## src/rtl/rc4_decrypt_core_pkg.sv

```systemverilog
// Shared definitions for the RC4 decrypt chain: FSM state encoding,
// printable-character bounds, default message length and the character
// validity test also used by the message-check FSM.
package rc4_pkg;

  localparam int DEFAULT_MSG_LEN = 32;

  localparam logic [7:0] CHAR_A     = 8'd97;
  localparam logic [7:0] CHAR_Z     = 8'd122;
  localparam logic [7:0] CHAR_SPACE = 8'd32;

  typedef enum logic [4:0] {
    ST_IDLE      = 5'd0,
    ST_INIT      = 5'd1,
    ST_INC_I     = 5'd2,
    ST_WAIT_I1   = 5'd3,
    ST_WAIT_I2   = 5'd4,
    ST_READ_I    = 5'd5,
    ST_WAIT_J1   = 5'd6,
    ST_WAIT_J2   = 5'd7,
    ST_READ_J    = 5'd8,
    ST_SWAP_J    = 5'd9,
    ST_SWAP_I    = 5'd10,
    ST_WAIT_F1   = 5'd11,
    ST_WAIT_F2   = 5'd12,
    ST_WRITE_DEC = 5'd13,
    ST_INC_K     = 5'd14,
    ST_CHECK_K   = 5'd15,
    ST_DONE1     = 5'd16,
    ST_DONE2     = 5'd17
  } rc4_state_t;

  // A decrypted byte is acceptable if it is a lowercase letter or a space.
  function automatic logic is_valid_char(input logic [7:0] c);
    return ((c >= CHAR_A) && (c <= CHAR_Z)) || (c == CHAR_SPACE);
  endfunction

endpackage

```

## src/rtl/rc4_decrypt_core_if.sv

```systemverilog
// Handshake and memory-bus bundle between the RC4 PRGA core and its
// S-RAM, encrypted-message ROM and decrypted-message RAM.
// Optional build macro: RC4_EARLY_ABORT_EN adds the 'invalid' flag.
interface rc4_decrypt_core_if #(
  parameter int ADDR_W = 5
);

  logic              start;
  logic              finished;
  logic [7:0]        s_address;
  logic [7:0]        s_data;
  logic              s_wren;
  logic [7:0]        s_q;
  logic [ADDR_W-1:0] rom_address;
  logic [7:0]        rom_q;
  logic [ADDR_W-1:0] dec_address;
  logic [7:0]        dec_data;
  logic              dec_wren;

`ifdef RC4_EARLY_ABORT_EN
  logic              invalid;

  modport master (
    input  start, s_q, rom_q,
    output finished, s_address, s_data, s_wren, rom_address,
           dec_address, dec_data, dec_wren, invalid
  );

  modport slave (
    output start, s_q, rom_q,
    input  finished, s_address, s_data, s_wren, rom_address,
           dec_address, dec_data, dec_wren, invalid
  );
`else
  modport master (
    input  start, s_q, rom_q,
    output finished, s_address, s_data, s_wren, rom_address,
           dec_address, dec_data, dec_wren
  );

  modport slave (
    output start, s_q, rom_q,
    input  finished, s_address, s_data, s_wren, rom_address,
           dec_address, dec_data, dec_wren
  );
`endif

endinterface

```

## src/rtl/rc4_decrypt_core.sv

```systemverilog
// RC4 PRGA stage: walks the key-scheduled S array, produces one keystream
// byte per message byte and writes ROM XOR keystream into the decrypted RAM.
// Every memory read is preceded by two wait states with a stable address.
// Optional build macro: RC4_EARLY_ABORT_EN stops the run at the first byte
// that is not a lowercase letter or space and raises 'invalid'.
module rc4_decrypt_core
  import rc4_pkg::*;
#(
  parameter int MSG_LEN = DEFAULT_MSG_LEN,
  parameter int ADDR_W  = 5
) (
  input  logic                 clk,
  input  logic                 reset_n,
  rc4_decrypt_core_if.master   bus
);

  // k is 9 bits so that a 256-byte message can reach its terminal count.
  localparam logic [8:0] K_END = 9'(MSG_LEN);

  rc4_state_t r_state;
  logic [7:0] r_i;
  logic [7:0] r_j;
  logic [8:0] r_k;
  logic [7:0] r_si;
  logic [7:0] r_sj;

  logic [7:0]        w_fsum;
  logic [7:0]        w_dec_byte;
  logic              w_finished;
  logic [7:0]        w_s_address;
  logic [7:0]        w_s_data;
  logic              w_s_wren;
  logic [ADDR_W-1:0] w_dec_address;
  logic [7:0]        w_dec_data;
  logic              w_dec_wren;

  assign w_fsum     = r_si + r_sj;
  assign w_dec_byte = bus.s_q ^ bus.rom_q;

`ifdef RC4_EARLY_ABORT_EN
  logic r_invalid;
  assign bus.invalid = r_invalid;
`endif

  // Sequencer and datapath registers: one state per memory step.
  always_ff @(posedge clk or negedge reset_n) begin
    if (!reset_n) begin
      r_state   <= ST_IDLE;
      r_i       <= 8'd0;
      r_j       <= 8'd0;
      r_k       <= 9'd0;
      r_si      <= 8'd0;
      r_sj      <= 8'd0;
`ifdef RC4_EARLY_ABORT_EN
      r_invalid <= 1'b0;
`endif
    end else begin
      case (r_state)
        ST_IDLE: begin
          if (bus.start) begin
            r_state <= ST_INIT;
          end else begin
            r_state <= ST_IDLE;
          end
        end
        ST_INIT: begin
          r_i       <= 8'd0;
          r_j       <= 8'd0;
          r_k       <= 9'd0;
`ifdef RC4_EARLY_ABORT_EN
          r_invalid <= 1'b0;
`endif
          r_state   <= ST_INC_I;
        end
        ST_INC_I: begin
          r_i     <= r_i + 8'd1;
          r_state <= ST_WAIT_I1;
        end
        ST_WAIT_I1: r_state <= ST_WAIT_I2;
        ST_WAIT_I2: r_state <= ST_READ_I;
        ST_READ_I: begin
          r_si    <= bus.s_q;
          r_j     <= r_j + bus.s_q;
          r_state <= ST_WAIT_J1;
        end
        ST_WAIT_J1: r_state <= ST_WAIT_J2;
        ST_WAIT_J2: r_state <= ST_READ_J;
        ST_READ_J: begin
          r_sj    <= bus.s_q;
          r_state <= ST_SWAP_J;
        end
        ST_SWAP_J:  r_state <= ST_SWAP_I;
        ST_SWAP_I:  r_state <= ST_WAIT_F1;
        ST_WAIT_F1: r_state <= ST_WAIT_F2;
        ST_WAIT_F2: r_state <= ST_WRITE_DEC;
        ST_WRITE_DEC: begin
`ifdef RC4_EARLY_ABORT_EN
          if (!is_valid_char(w_dec_byte)) begin
            r_invalid <= 1'b1;
            r_state   <= ST_DONE1;
          end else begin
            r_state   <= ST_INC_K;
          end
`else
          r_state <= ST_INC_K;
`endif
        end
        ST_INC_K: begin
          r_k     <= r_k + 9'd1;
          r_state <= ST_CHECK_K;
        end
        ST_CHECK_K: begin
          if (r_k == K_END) begin
            r_state <= ST_DONE1;
          end else begin
            r_state <= ST_INC_I;
          end
        end
        ST_DONE1: r_state <= ST_DONE2;
        ST_DONE2: r_state <= ST_IDLE;
        default:  r_state <= ST_IDLE;
      endcase
    end
  end

  // Memory-side strobes decoded from the current state; addresses stay
  // valid through the read state so the sampled data matches the address.
  always_comb begin
    w_finished    = 1'b0;
    w_s_address   = 8'd0;
    w_s_data      = 8'd0;
    w_s_wren      = 1'b0;
    w_dec_address = '0;
    w_dec_data    = 8'd0;
    w_dec_wren    = 1'b0;
    case (r_state)
      ST_WAIT_I1, ST_WAIT_I2, ST_READ_I: begin
        w_s_address = r_i;
      end
      ST_WAIT_J1, ST_WAIT_J2, ST_READ_J: begin
        w_s_address = r_j;
      end
      ST_SWAP_J: begin
        w_s_address = r_j;
        w_s_data    = r_si;
        w_s_wren    = 1'b1;
      end
      ST_SWAP_I: begin
        w_s_address = r_i;
        w_s_data    = r_sj;
        w_s_wren    = 1'b1;
      end
      ST_WAIT_F1, ST_WAIT_F2: begin
        w_s_address = w_fsum;
      end
      ST_WRITE_DEC: begin
        w_s_address   = w_fsum;
        w_dec_address = r_k[ADDR_W-1:0];
        w_dec_data    = w_dec_byte;
        w_dec_wren    = 1'b1;
      end
      ST_DONE1, ST_DONE2: begin
        w_finished = 1'b1;
      end
      default: begin
        w_finished = 1'b0;
      end
    endcase
  end

  assign bus.finished    = w_finished;
  assign bus.s_address   = w_s_address;
  assign bus.s_data      = w_s_data;
  assign bus.s_wren      = w_s_wren;
  assign bus.rom_address = r_k[ADDR_W-1:0];
  assign bus.dec_address = w_dec_address;
  assign bus.dec_data    = w_dec_data;
  assign bus.dec_wren    = w_dec_wren;

endmodule

```

## src/flat_wrapper.sv

```systemverilog
// flat-port wrapper written by rule: the top's interface ports become plain ports
module rc4_decrypt_core_flat import rc4_pkg::*;
#(
  parameter int MSG_LEN = DEFAULT_MSG_LEN,
  parameter int ADDR_W  = 5
)
  (clk, reset_n, bus_start, bus_s_q, bus_rom_q, bus_finished, bus_s_address, bus_s_data, bus_s_wren, bus_rom_address, bus_dec_address, bus_dec_data, bus_dec_wren);
  rc4_decrypt_core_if #(.ADDR_W(ADDR_W)) bus_i ();
  input  logic clk;
  input  logic reset_n;
  input wire logic [$bits(bus_i.start)-1:0] bus_start;
  input wire logic [$bits(bus_i.s_q)-1:0] bus_s_q;
  input wire logic [$bits(bus_i.rom_q)-1:0] bus_rom_q;
  output wire logic [$bits(bus_i.finished)-1:0] bus_finished;
  output wire logic [$bits(bus_i.s_address)-1:0] bus_s_address;
  output wire logic [$bits(bus_i.s_data)-1:0] bus_s_data;
  output wire logic [$bits(bus_i.s_wren)-1:0] bus_s_wren;
  output wire logic [$bits(bus_i.rom_address)-1:0] bus_rom_address;
  output wire logic [$bits(bus_i.dec_address)-1:0] bus_dec_address;
  output wire logic [$bits(bus_i.dec_data)-1:0] bus_dec_data;
  output wire logic [$bits(bus_i.dec_wren)-1:0] bus_dec_wren;
  assign bus_i.start = bus_start;
  assign bus_i.s_q = bus_s_q;
  assign bus_i.rom_q = bus_rom_q;
  assign bus_finished = bus_i.finished;
  assign bus_s_address = bus_i.s_address;
  assign bus_s_data = bus_i.s_data;
  assign bus_s_wren = bus_i.s_wren;
  assign bus_rom_address = bus_i.rom_address;
  assign bus_dec_address = bus_i.dec_address;
  assign bus_dec_data = bus_i.dec_data;
  assign bus_dec_wren = bus_i.dec_wren;
  rc4_decrypt_core #(.MSG_LEN(MSG_LEN), .ADDR_W(ADDR_W)) u_core (.clk(clk), .reset_n(reset_n), .bus(bus_i));
endmodule
```

## config.mk

```make
export PLATFORM = sky130hd
export DESIGN_NAME = rc4_decrypt_core_flat
export DESIGN_NICKNAME = d
export VERILOG_FILES = /design/src/rtl/rc4_decrypt_core_pkg.sv /design/src/rtl/rc4_decrypt_core_if.sv /design/src/rtl/rc4_decrypt_core.sv /design/src/flat_wrapper.sv
export SDC_FILE = /design/constraint.sdc
export NUM_CORES = 1
export LEC_CHECK = 0
export ABC_AREA = 1
export CAP_MARGIN = 20
export CORE_MARGIN = 3
export CORE_UTILIZATION = 50
export CTS_BUF_LIST = sky130_fd_sc_hd__clkbuf_4
export DETAILED_ROUTE_END_ITERATION = 10
export DONT_BUFFER_PORTS = 1
export PLACE_DENSITY_LB_ADDON = 0.12
export REMOVE_ABC_BUFFERS = 1
export SKIP_CTS_REPAIR_TIMING = 1
export SYNTH_ARGS = -nofsm -noshare
export SYNTH_HDL_FRONTEND = slang
export SYNTH_SLANG_ARGS = --single-unit
```

## constraint.sdc

```tcl
create_clock -name clk -period 2.4 [get_ports clk]
set_input_delay 0.48 -clock clk [delete_from_list [all_inputs] [get_ports clk]]
set_output_delay 0.48 -clock clk [all_outputs]
set_load 0.05 [all_outputs]
```

# == Yosys cells after proc, flatten, opt, wreduce, memory -nomap -nowiden ==
# Index checks and enable logic that the tools add are counted.
# totals
reg_bits,46
inputBits,19
output_inout_bits,37
wordCells,51
# classes
add_sub_neg,4
eq_ne,18
muxes,13
bitwise,1
reduce_logical,9
# op_table
operator,count
5-bit case mux with 17 select lines,1
8-bit case mux with 2 select lines,3
5-bit by 4-bit == test with 1-bit output (second input constant),8
8-bit case mux with 3 select lines,1
5-bit by 3-bit == test with 1-bit output (second input constant),4
9-bit case mux with 2 select lines,1
8-bit adder,2
5-bit by 2-bit == test with 1-bit output (second input constant),2
5-bit == test (second input constant),2
5-bit 2-to-1 mux,2
9-bit by 1-bit adder with 9-bit output (second input constant),1
9-bit by 6-bit == test with 1-bit output (second input constant),1
8-bit by 1-bit adder with 8-bit output (second input constant),1
8-bit 2-to-1 mux,1
4-bit OR reduction,2
8-bit XOR,1
2-bit nonzero test,3
5-bit by 1-bit == test with 1-bit output (second input constant),1
5-bit zero test,1
1-bit 2-to-1 mux,4
2-bit OR reduction,2
3-bit OR reduction,1

# == Logic depth before layout (Yosys ltp) ==
# logic_depth
word_depth,3
mapped_depth,10
mapped_depth_nobuf,10

# == Worst setup path before layout ==
# No wires, ideal clock.
# synth_timing
path_kind,flip-flop to output port
startpoint,reg u_core.r_state[4]
endpoint,out bus_dec_address[1]
t_arrival_ns,2.190
required_ns,1.920
slack_ns,-0.270
stages_incl_launch_ff,7
path_buffers,1
path_cell_list,dfrtp_1 > inv_2 > nand3_2 > nor2_2 > inv_1 > buf_2 > nor2_1
# synth_via
elab_chain_cells,2
# synth_rtl
item,line,source
"start, declared",rc4_decrypt_core.sv:20,rc4_state_t r_state;
"start signal, assigned",rc4_decrypt_core.sv:48,r_state <= ST_IDLE;
"start signal, assigned",rc4_decrypt_core.sv:61,r_state <= ST_INIT;
"start signal, assigned",rc4_decrypt_core.sv:63,r_state <= ST_IDLE;
5-bit by 4-bit == test with 1-bit output,rc4_decrypt_core.sv:136,case (r_state)
5-bit 2-to-1 mux,rc4_decrypt_core.sv:136,
"end, declared",flat_wrapper.sv:19,output wire logic [$bits(bus_i.dec_address)-1:0] bus_dec_address;
# No other way between the ends.

# == Worst setup path in the final report ==
# layout_timing
startpoint,reg u_core.r_si[0]
endpoint,out bus_s_address[6]
# layout_via
elab_chain_cells,2
# layout_rtl
item,line,source
"start, declared",rc4_decrypt_core.sv:24,logic [7:0] r_si;
"start signal, assigned",rc4_decrypt_core.sv:82,r_si <= bus.s_q;
8-bit adder,rc4_decrypt_core.sv:37,assign w_fsum = r_si + r_sj;
8-bit case mux with 3 select lines,rc4_decrypt_core.sv:136,
"end, declared",flat_wrapper.sv:15,output wire logic [$bits(bus_i.s_address)-1:0] bus_s_address;
# No other way between the ends.

==> summary.md <==
| Metric | Value |
|---|---|
| First-pass GRT wire length | `13.44 mm` |
| DRC | `0` |
| #FFs+latches synth | `46` |
| Vias in the first global route | `2915` |
| Adder-cell share of the synthesized area | `7.769%` |
| H-tree levels | `2` |
| Arr. time, crit path | `2.04 ns` |
| Library cells used by synthesis | `30` |
| Cells after synthesis | `456` |
| Maxcap violations | `0` |
| Worst R2R Path Depth | `7` |
| Sink Count | `46` |
| R2R Setup Slk | `0.62 ns` |
| Placed insts | `560` |
| Starting density of the core | `53.37%` |
| DR WL/cell | `15.40 um` |
| Slowest-stage cell, CP | `dfrtp_1` |
| Crit share post-route | `104.9%` |
| IO Port Bufs | `0` |
| GPL Wtd Cong | `0.9165` |
| HPWL after DPL | `6.281 mm` |
| Lkg Pwr | `2.034 nW` |
| Crit path time final | `2.517 ns` |
| Critical-path cell list | `ha_2, fa_2, nand2_2, nand2_2, nand3b_1, nand2_1, nand2_1, nand3_2, nand3_2, buf_12` |
| Total track usage | `22.80%` |
| Diodes inserted | `0` |
| Die width | `86.66 um` |
| Post-synthesis mux area share | `2.769%` |
| Xor/xnor share of the synthesized area | `2.962%` |
| CTS tree | `built` |
| F_max | `397.2 MHz` |
| I/O pin total | `56` |
| FP Rows | `28` |
| Post-Syn Area | `3253 sq um` |
| Die height | `86.66 um` |
| Synth Area in Simple Gates | `32.31%` |
| Post-Syn Area per Cell | `7.134 sq um` |
| Final worst slack | `-0.1173 ns` |
| Initial DRC count | `196` |
| Nets@finish | `552` |
| Worst Setup SP | `u_core.r_si[0]` |
| Worst EP required | `1.92 ns` |
| Hold Crit Depth | `2` |
| Clock-pin slew on the worst setup and hold paths | `0.15 ns` |
| Crit-path max cell delay | `0.41 ns` |
| Top post-synthesis cells by area | `dfrtp_1, nand2_1, inv_1` |
| Final std cells w/o fill | `590` |
| Status | `complete, but fails checks` |
| Number of detailed-route iterations in the first pass | `5` |
| Setup slack after placement | `0.1516 ns` |
| Post-synth EDFFs | `0` |
| Crit path to | `bus_s_address[6]` |
| Fraction of registers with async set/reset | `100.0%` |
| Clock tree buffer depth | `2` |
| Yosys warns | `0` |
| WS Path Type | `reg -> out` |
| GRT overflow | `0` |
| Final setup vio count | `10` |
| Main combinational cell family by area after synthesis | `simple AND/OR/NAND/NOR gates` |
| Max Slew Vio Count | `0` |
| Cell Pwr Density | `556.8 nW/um^2` |
| Root Buffer | `clkbuf_4` |
| Area grow syn2layout | `28.96%` |
| Critical path launch point type | `flop` |
| Die ar. | `7510 sq um` |
| Failing checks | `setup timing` |
| RSZ-0062 raised after global routing | `true` |
| Primary FF master, synth | `dfrtp_1` |
| Max_slew headroom | `63.48%` |
| Register area share after synthesis | `35.38%` |
| Number of fill cells in the layout | `490` |
| Antenna Nets Post-Route | `0` |
| Compound-gate portion of the synthesized area | `9.615%` |
| Worst min path class | `in -> reg` |
| Crit path max-delay family | `adder cells` |
| Worst-Margin Slew | `0.5478 ns` |
| Worst Skew | `0.01171 ns` |
| Maximum VDD drop | `484.5 uV` |
| Initial antenna violation count | `0` |
| Worst skew pair latency | `0.38 ns` |
| Yosys top cell by area | `dfrtp_1` |
| FF-to-FF Start | `u_core.r_state[3]` |
| Final hold vios | `0` |
| Vias per std cell | `5.559` |
| Crit Path Max Fanout | `3` |
| Fin Setup TNS | `-0.7535 ns` |
| Routed vias | `3280` |
| CTS Buf Count | `5` |
| Drt total wl | `9.086 mm` |
| Buf+Inv Stages, Crit Path | `1` |
| Hold slack final | `0.2057 ns` |
| Crit end category | `primary output` |
| Largest net degree at the start of global routing | `47` |
| WP depth | `10` |
| End of the worst register-to-register path | `u_core.r_state[3]` |
| Core area | `6096 sq um` |
| Top cell type's share of synthesized area | `35.38%` |
| Share of layout cells above drive strength 1 | `28.16%` |
==> cells in the mapped netlist (4+ instances only) <==
| cell | count |
|---|---|
| nor2_2 | 4 |
| buf_4 | 7 |
| a21oi_1 | 15 |
| nand2_1 | 125 |
| inv_1 | 59 |
| xnor2_1 | 11 |
| dfrtp_1 | 46 |
| nand4_1 | 7 |
| ha_1 | 17 |
| mux2_2 | 8 |
| nor2_1 | 44 |
| nand3_1 | 43 |
| nand3b_1 | 4 |
| inv_2 | 4 |
| o21ai_0 | 34 |
| nor3_1 | 7 |
==> cell usage in the layout, fill, tap and decap left out, types with 5 or more instances in the layout <==
cell,instances
inv_2,7
buf_6,21
xnor2_1,11
nand3_2,9
nand4_1,7
nor3_1,6
nand2_1,115
nor2_1,28
mux2_2,8
o21ai_0,25
dfrtp_1,42
clkbuf_4,5
o21ai_1,8
nand3_1,34
nor2_4,6
inv_1,53
ha_1,12
nand2_2,9
nor2_2,16
a21oi_1,14
buf_4,29
==> metal layers <==
layer / routed length [um] / share of wire [%] / up-vias / global-route usage [%]
li1: - / - / 1593 / -
met1: 3755 / 41 / 1544 / 28.14
met2: 4563 / 50 / 120 / 39.50
met3: 512 / 5.6 / 23 / 3.897
met4: 255 / 2.8 / 0 / 8.924
met5: 0 / 0 / - / 0
==> flip-flops by register name, indices dropped and copies added, names as in the netlist <==
register        count
u_core.r_i          8
u_core.r_j          8
u_core.r_state      5
u_core.r_sj         8
u_core.r_k          9
u_core.r_si         8
==> report_power, final <==
| part | total, mW | internal [mW] | switching (mW) |
|---|---|---|---|
| Sequential | 0.925 | 0.848 | 0.0776 |
| Clock | 0.388 | 0.110 | 0.278 |
| Combinational | 1.02 | 0.412 | 0.611 |
| Total | 2.34 | 1.37 | 0.967 |
==> logic make-up after synthesis <==
group / after synthesis
AO/OA/AOI/OAI: 58
XOR/XNOR: 11
adder cells (fa/ha/maj): 19
buffers and inverters: 72
flip-flops: 46
multiplexers: 8
AND/OR/NAND/NOR: 242
==> cell type report <==
type / count / area [sq um] / share of cell area (%)
flip-flops and latches: 46 / 1156 / 27.56
well taps: 75 / 93.84 / 2.237
repair inverters: 1 / 7.507 / 0.1789
clock buffers: 5 / 37.54 / 0.8947
inverters: 63 / 245.2 / 5.846
repair buffers: 59 / 611.8 / 14.58
clock inverters: 3 / 16.27 / 0.3877
multi-input cells: 338 / 2027 / 48.31
==> metrics by stage <==
step / total power, mW / cell area [sq um] / utilization [%]
2_1_floorplan: 1.589 / 3191 / -
3_3_place_gp: 1.819 / 3587 / 58.85
3_5_place_dp: 1.831 / 3587 / 58.85
4_1_cts: 2.216 / 3641 / 59.73
5_1_grt: 2.481 / 4195 / 68.82
6_report: 2.336 / 4195 / 68.82
==> worst min-delay path by stage <==
stage	from	end	slack [ns]
floorplan	reset_n	u_core.r_i[0]	0.18
global placement	reset_n	u_core.r_si[6]	0.19
detailed placement	reset_n	u_core.r_si[6]	0.19
CTS	reset_n	u_core.r_si[6]	-0.24
global route	bus_s_q[5]	u_core.r_sj[5]	0.22
finish	bus_s_q[6]	u_core.r_si[6]	0.21
Note: power is estimated with default switching activity, not from simulation.
